`src/rtl/ysyx_22050710_mem_pkg.sv`:
```
// Shared types and constants for the data-memory port arbiter.
package ysyx_22050710_mem_pkg;
  typedef enum logic [1:0] {IDLE, BUSY, RESP} state_e;

  localparam logic [2:0] MEMOP_NONE  = 3'b111;
  localparam logic [2:0] MEMOP_WORD  = 3'b100;
  localparam logic [2:0] MEMOP_DWORD = 3'b110;

  localparam logic GNT_IF = 1'b0;
  localparam logic GNT_LS = 1'b1;
endpackage

```
`src/rtl/ysyx_22050710_rr_arb2.sv`:
```
// Two-way round-robin grant: a lone requester wins, a tie goes to the one not granted last.
import ysyx_22050710_mem_pkg::*;

module ysyx_22050710_rr_arb2 (
  input  logic i_if_valid,
  input  logic i_ls_valid,
  input  logic i_last_gnt,
  output logic o_gnt_vld,
  output logic o_gnt_id
);
  always_comb begin
    o_gnt_vld = i_if_valid | i_ls_valid;
    if (i_if_valid && i_ls_valid) o_gnt_id = ~i_last_gnt;
    else if (i_ls_valid)          o_gnt_id = GNT_LS;
    else                          o_gnt_id = GNT_IF;
  end
endmodule

```
`src/rtl/ysyx_22050710_mem_arbiter.sv`:
```
// IFU/LSU arbiter and sequencer for the shared data-memory port: one access in flight,
// held on the port for LATENCY cycles, result returned with rvalid/rready.
import ysyx_22050710_mem_pkg::*;

module ysyx_22050710_mem_arbiter #(
  parameter int LATENCY = 1
) (
  input  logic        i_clk,
  input  logic        i_rst_n,
  input  logic        i_if_valid,
  input  logic [63:0] i_if_addr,
  output logic        o_if_ready,
  output logic        o_if_rvalid,
  output logic [63:0] o_if_rdata,
  input  logic        i_if_rready,
  input  logic        i_ls_valid,
  input  logic [63:0] i_ls_addr,
  input  logic [63:0] i_ls_wdata,
  input  logic [2:0]  i_ls_memop,
  input  logic        i_ls_wen,
  output logic        o_ls_ready,
  output logic        o_ls_rvalid,
  output logic [63:0] o_ls_rdata,
  input  logic        i_ls_rready,
  output logic [63:0] o_mem_addr,
  output logic [63:0] o_mem_wdata,
  output logic [2:0]  o_mem_memop,
  output logic        o_mem_wen,
  input  logic [63:0] i_mem_rdata
);
  localparam int            CW       = (LATENCY > 1) ? $clog2(LATENCY) : 1;
  localparam logic [CW-1:0] CNT_INIT = CW'(LATENCY - 1);

  state_e        r_state, w_next;
  logic [CW-1:0] r_cnt;
  logic          r_last_gnt, r_gnt;
  logic [63:0]   r_addr, r_wdata, r_rdata;
  logic [2:0]    r_memop;
  logic          r_wen;
  logic          w_gnt_vld, w_gnt_id, w_accept, w_last_beat;

  ysyx_22050710_rr_arb2 u_arb (
    .i_if_valid (i_if_valid),
    .i_ls_valid (i_ls_valid),
    .i_last_gnt (r_last_gnt),
    .o_gnt_vld  (w_gnt_vld),
    .o_gnt_id   (w_gnt_id)
  );

  always_comb begin
    w_next      = r_state;
    w_accept    = 1'b0;
    w_last_beat = 1'b0;
    o_if_ready  = 1'b0;
    o_ls_ready  = 1'b0;
    o_if_rvalid = 1'b0;
    o_ls_rvalid = 1'b0;
    o_mem_addr  = '0;
    o_mem_wdata = '0;
    o_mem_memop = MEMOP_NONE;
    o_mem_wen   = 1'b0;
    case (r_state)
      IDLE: if (w_gnt_vld && i_rst_n) begin
        w_accept   = 1'b1;
        o_if_ready = (w_gnt_id == GNT_IF);
        o_ls_ready = (w_gnt_id == GNT_LS);
        w_next     = BUSY;
      end
      BUSY: begin
        o_mem_addr  = r_addr;
        o_mem_wdata = r_wdata;
        // reset must silence the port in the very cycle it is asserted
        o_mem_memop = i_rst_n ? r_memop : MEMOP_NONE;
        if (r_cnt == '0) begin
          w_last_beat = 1'b1;
          o_mem_wen   = r_wen & i_rst_n;
          w_next      = RESP;
        end
      end
      RESP: begin
        o_if_rvalid = (r_gnt == GNT_IF);
        o_ls_rvalid = (r_gnt == GNT_LS);
        if ((r_gnt == GNT_IF) ? i_if_rready : i_ls_rready) w_next = IDLE;
      end
      default: w_next = IDLE;
    endcase
  end

  always_ff @(posedge i_clk) begin
    if (!i_rst_n) begin
      r_state    <= IDLE;
      r_cnt      <= '0;
      r_last_gnt <= GNT_LS;
      r_gnt      <= GNT_IF;
      r_addr     <= '0;
      r_wdata    <= '0;
      r_memop    <= MEMOP_NONE;
      r_wen      <= 1'b0;
      r_rdata    <= '0;
    end else begin
      r_state <= w_next;
      if (w_accept) begin
        r_gnt      <= w_gnt_id;
        r_last_gnt <= w_gnt_id;
        r_cnt      <= CNT_INIT;
        if (w_gnt_id == GNT_LS) begin
          r_addr  <= i_ls_addr;
          r_wdata <= i_ls_wdata;
          r_memop <= i_ls_memop;
          r_wen   <= i_ls_wen && (i_ls_memop != MEMOP_NONE);
        end else begin
          r_addr  <= i_if_addr;
          r_wdata <= '0;
          r_memop <= MEMOP_WORD;
          r_wen   <= 1'b0;
        end
      end
      if (r_state == BUSY && r_cnt != '0) r_cnt <= r_cnt - 1'b1;
      if (w_last_beat)
        r_rdata <= (r_wen || r_memop == MEMOP_NONE) ? '0 : i_mem_rdata;
    end
  end

  assign o_if_rdata = r_rdata;
  assign o_ls_rdata = r_rdata;
endmodule

```
`config.mk`:
```
export PLATFORM = sky130hd
export DESIGN_NAME = ysyx_22050710_mem_arbiter
export DESIGN_NICKNAME = d
export VERILOG_FILES = /design/src/rtl/ysyx_22050710_mem_pkg.sv /design/src/rtl/ysyx_22050710_rr_arb2.sv /design/src/rtl/ysyx_22050710_mem_arbiter.sv
export SDC_FILE = /design/constraint.sdc
export NUM_CORES = 1
export LEC_CHECK = 0
export ABC_AREA = 1
export ABC_CLOCK_PERIOD_IN_PS = 1800
export BUFFER_PORTS_ARGS = -buffer_cell sky130_fd_sc_hd__buf_2
export CELL_PAD_IN_SITES_DETAIL_PLACEMENT = 1
export CELL_PAD_IN_SITES_GLOBAL_PLACEMENT = 2
export CORE_ASPECT_RATIO = 1.2
export CORE_MARGIN = 10
export CORE_UTILIZATION = 22
export DETAILED_ROUTE_END_ITERATION = 10
export PLACE_DENSITY = 0.81
export SLEW_MARGIN = 25
export SYNTH_ARGS = -nofsm -noshare
export SYNTH_HDL_FRONTEND = slang
export SYNTH_HIERARCHICAL = 1
export SYNTH_SLANG_ARGS = --single-unit
```
`constraint.sdc`:
```
create_clock -name i_clk -period 1.8 [get_ports i_clk]
set_clock_uncertainty 0.2 [all_clocks]
set_input_delay 0.36 -clock i_clk [delete_from_list [all_inputs] [get_ports i_clk]]
set_output_delay 0.36 -clock i_clk [all_outputs]
set_load 0.01 [all_outputs]
```
# Word-level counts from Yosys, hierarchy flattened
# Cells that the tools add are included.
[word_totals] input_bits=266 out_inout_bits=264 regBits=201 elab_cells=60
[classes] muxes=30 reduce_logical=8 n_addsub=1 bitwise=5 eq_ne=7
[ops] operator="$mux W64" n=5
[ops] operator="$mux W1" n=18
[ops] operator="$mux W3" n=3
[ops] operator="$mux W2" n=3
[ops] operator="$ne A2 B2 Y1 const B" n=3
[ops] operator="$pmux W2 S3" n=1
[ops] operator="$logic_and A1 B1 Y1" n=4
[ops] operator="$eq A3 B3 Y1 const B" n=1
[ops] operator="$ne A3 B3 Y1 const B" n=1
[ops] operator="$not A1 Y1" n=3
[ops] operator="$reduce_and A3 Y1" n=1
[ops] operator="$eq A2 B1 Y1 const B" n=1
[ops] operator="$eq A2 B2 Y1 const B" n=1
[ops] operator="$logic_not A2 Y1" n=1
[ops] operator="$reduce_bool A2 Y1" n=1
[ops] operator="$and A1 B1 Y1" n=1
[ops] operator="$logic_or A1 B1 Y1" n=1
[ops] operator="$or A1 B1 Y1" n=1
[ops] operator="$sub A1 B1 Y1 const B" n=1

# Logic depth before layout (Yosys ltp)
[depth] ltp_word=6 ltp_mapped=9 ltp_nobuf=7

# Modules after synthesis
# Netlist, hierarchy kept.
[by_module_without_submodules] module="ysyx_22050710_mem_arbiter" area_per_inst_um2=10208.5 cells_each=1678 n_inst=1 seq_area_each_um2=4023.9
[by_module_without_submodules] module="ysyx_22050710_rr_arb2" area_per_inst_um2=15.0 cells_each=3 n_inst=1 seq_area_each_um2=0.0

# Worst setup path after synthesis
# No wires, ideal clock.
[synth_path] path_kind="input port to output port" start="input i_ls_valid" end="output o_if_ready" setup_slack_ps=51 t_required_ps=1240 path_buffers=2 arrival_time_ps=1189 path_stages=5 path_cell_list="inv_1 a21oi_1 buf_2 buf_1 nor2_1"
[synth_between] elab_chain_len=5 elab_cells_between_ends=8 cone_classes="4 x mux; 2 x bitwise; 2 x reduce/logical"
[synth_rtl] item="start: declaration" line="ysyx_22050710_mem_arbiter.sv:16" source="input logic i_ls_valid,"
[synth_rtl] item="$mux W1 / $logic_and A1 B1 Y1 (equally long branches)" line="ysyx_22050710_rr_arb2.sv:14, ysyx_22050710_rr_arb2.sv:13"
[synth_rtl] item="$mux W1 *" line="ysyx_22050710_rr_arb2.sv:13" source="if (i_if_valid && i_ls_valid) o_gnt_id = ~i_last_gnt;"
[synth_rtl] item="named net w_gnt_id" line="ysyx_22050710_mem_arbiter.sv:40" source="logic w_gnt_vld, w_gnt_id, w_accept, w_last_beat;"
[synth_rtl] item="$not A1 Y1 *" line="ysyx_22050710_mem_arbiter.sv:65" source="o_if_ready = (w_gnt_id == GNT_IF);"
[synth_rtl] item="$mux W1 *" line="ysyx_22050710_mem_arbiter.sv:63" source="IDLE: if (w_gnt_vld && i_rst_n) begin"
[synth_rtl] item="$mux W1 *" line="ysyx_22050710_mem_arbiter.sv:62" source="case (r_state)"
[synth_rtl] item="end: declaration" line="ysyx_22050710_mem_arbiter.sv:12" source="output logic o_if_ready,"
# The timed path passes the listed nets; every way through them passes the cells marked *.

# Final worst setup path
[layout_path] start="register r_state[0]" end="output o_mem_addr[34]"
[layout_between] elab_chain_len=2
[layout_rtl] item="start: declaration" line="ysyx_22050710_mem_arbiter.sv:34" source="state_e r_state, w_next;"
[layout_rtl] item="start signal: assignment" line="ysyx_22050710_mem_arbiter.sv:101" source="r_state <= w_next;"
[layout_rtl] item="$eq A2 B1 Y1" line="ysyx_22050710_mem_arbiter.sv:62"
[layout_rtl] item="$mux W64" line="ysyx_22050710_mem_arbiter.sv:62"
[layout_rtl] item="end: declaration" line="ysyx_22050710_mem_arbiter.sv:25" source="output logic [63:0] o_mem_addr,"
# No other way between the ends.

==> results.json <==
{
  "htreeDepth": 1,
  "cts_sinks": 201,
  "avgViaCountPerCell": 4.248,
  "place.gp.congestion": 0.7870,
  "core_um2": 45950,
  "synth_top_area_cell": "dfxtp_1",
  "finalNetCount": 2636,
  "postSynthAreaPerCell_um2": 6.082,
  "io_buffers": 529,
  "p_int_mw": 9.090,
  "area.growth.synth_to_final_pct": 74.09,
  "ys_seq_area_frac": 0.3936,
  "power_density_nw_per_um2": 730.7,
  "layout_commonest_cell": "nand2_1",
  "cp.buffers_inverters": 2,
  "syn-num-nets": 1947,
  "hold_path_depth": 5,
  "hold_class": "input pin to flip-flop",
  "routedWlPerCell_um": 17.57,
  "final_hold_viol_count": 0,
  "cp_max_fo": 16,
  "period_needed_ns": 2.210,
  "ios": 530,
  "dp_hpwl_mm": 36.09,
  "ir_worst_vdd_v": 0.0004822,
  "grt_usage": 0.1753,
  "rsz0062_at_grt": "true",
  "drive_gt1_frac": 0.3195,
  "cts_tree": "yes",
  "hold_start": "i_if_addr[1]",
  "drt_first_pass_iters": 4,
  "min_to": "r_addr[1]",
  "maxCapViolCount": 0,
  "initial_utilization": 0.2225,
  "die_h_um": 256.1,
  "clk_pin_slew_ns": 0.06,
  "routed_wl_mm": 52.81,
  "synth.distinct_cells": 18,
  "clockPowerShare": 0.375,
  "tns_ns": -46.78,
  "combinationalPowerShare": 0.242,
  "start_kind": "flip-flop",
  "root_buffer": "clkbuf_16",
  "die_w_um": 216.8,
  "clock_path_buffers": 3,
  "violations": "negative setup slack",
  "slowest_stage": "dfxtp_4",
  "r2r-end": "r_wdata[30]",
  "finalMaxSlewViolations": 0,
  "timing.rr.start": "r_state[0]",
  "status": "finished, violations left",
  "period_share": 1.228,
  "critPathCaptureType": "primary output",
  "cts_buffers": 25,
  "seqPwrFrac": 0.383,
  "path_cells": "nand2_8, buf_16, nor2_2, buf_2",
  "postRouteAntennaNets": 0,
  "grt_pass1_wl_mm": 78.23,
  "drt_iter0_drc": 475,
  "place_inst": 2713,
  "crit_path_max_incr_delay_ns": 0.46,
  "synth_area_leaders": "dfxtp_1 (39%), nand2_1 (23%), inv_1 (9.7%)",
  "rrSetupSlack_ns": -0.01,
  "worstPathArrival_ns": 1.65,
  "ys_ff_latch": 201,
  "leakage_nw": 9.224,
  "grt_overflow": 0,
  "grt_max_degree": 96,
  "clk_latency_ns": 0.53,
  "dr_total_vias": 12770,
  "worst_slew_pin_slew_ns": 0.5238,
  "synth_top_area_share": 0.3936,
  "syn_area_um2": 10220,
  "fmax_ghz": 0.4526,
  "maxSlewHeadroom": 0.6471,
  "crit_type": "flip-flop to primary output",
  "setup_viol": 137,
  "grt_pass1_vias": 13850,
  "num_rows": 86,
  "syn_inst": 1681,
  "die_area_um2": 55530,
  "antenna_found_initial": 5,
  "cp_top_family": "flip-flops",
  "remaining_drc_errors": 0,
  "final_util": 0.3874,
  "fin_cells": 3006,
  "switching_share": 0.3010,
  "final_cell_mix": "nand2_1 (630), buf_2 (446), inv_1 (260)",
  "rr_worst_depth": 10,
  "crit_required_ns": 1.24,
  "ys.warnings.count": 6,
  "timing.final.ws_setup_ns": -0.4096,
  "netSwitchingPower_mw": 3.914
}
==> final cells by class <==
class                           count  area (µm²)
Timing Repair Buffer              827        6327
Inverter                          267        1010
Clock buffer                       41       775.7
Multi-Input combinational cell   1048        4863
Tap cell                          616       770.7
Antenna cell                        5       12.51
Fill cell                        5770       28150
Sequential cell                   201        4031
Clock inverter                      1       7.507
==> kinds of logic after synthesis <==
| group | share of synthesized area |
|---|---|
| AND/OR/NAND/NOR | 0.3767 |
| buffers and inverters | 0.1945 |
| flip-flops | 0.3936 |
| AO/OA/AOI/OAI | 0.03525 |
==> power groups by stage <==
stage               Clock [mW]  Combinational, mW  Sequential [mW]
floorplan                    0               1.40             5.06
global route              5.23               3.48             5.02
finish                    4.88               3.14             4.99
global placement             0               2.38             5.06
CTS                       5.07               2.99             4.98
detailed placement           0               2.42             5.07
==> worst min-delay path, stage by stage <==
cell and delay [ns]:
buf_2 0.10, nand2_1 0.05, nand2_1 0.06, nand2_1 0.07, a21oi_1 0.05
==> Yosys cell counts (all sizes together) <==
cell type    n
buf        134
inv        267
clkbuf      32
a21oi       42
nand2      634
nor3         2
nand3      133
nor2       205
or2          1
dfxtp      201
o21ai       30
==> timing repair <==
action,4_1_cts,5_1_grt
hold buffers,230,0
gates cloned,4,5
pin swaps,4,3
endpoints found under the setup margin,136,200
buffers inserted,6,1
resized for setup,137,178
endpoints found under the hold margin,187,0
==> per-stage QoR <==
step	hold WS, ns	setup slack, ns	instance area, µm²	power [mW]
floorplan	0.2390	0.05072	10220	6.464
global placement	0.2493	-0.04865	13300	7.436
detailed placement	0.2601	-0.05847	13300	7.495
CTS	0.0001839	-0.4164	16960	13.04
global route	0.04003	-0.4800	17800	13.74
finish	0.02493	-0.4096	17800	13.00
==> flip-flops by register name, summed over array words and instances (netlist names) <==
signal      count
r_wdata        64
r_memop         3
r_state         2
r_cnt           1
r_gnt           1
r_addr         64
r_last_gnt      1
r_wen           1
o_if_rdata     64
==> per-layer routing <==
layer	part of all wire	GRT usage	wire length, µm
met5	0.00025	0	13
met1	0.38	0.1876	20280
met2	0.50	0.3143	26400
met4	0.045	0.07914	2376
met3	0.071	0.04728	3734
==> worst max-delay path by stage <==
stage | slack [ns] | endpoint | start | cells past startpoint
after floorplan | 0.05 | o_if_ready | i_ls_valid | 5
after detailed placement | -0.06 | r_wdata[17] | i_if_valid | 9
final | -0.41 | o_mem_addr[34] | r_state[0] | 4
after global placement | -0.05 | o_ls_ready | i_if_valid | 6
after CTS | -0.42 | o_ls_rvalid | r_state[1] | 6
after global routing | -0.48 | o_mem_addr[34] | r_state[0] | 4
Note: power is estimated with default switching activity, not from simulation.
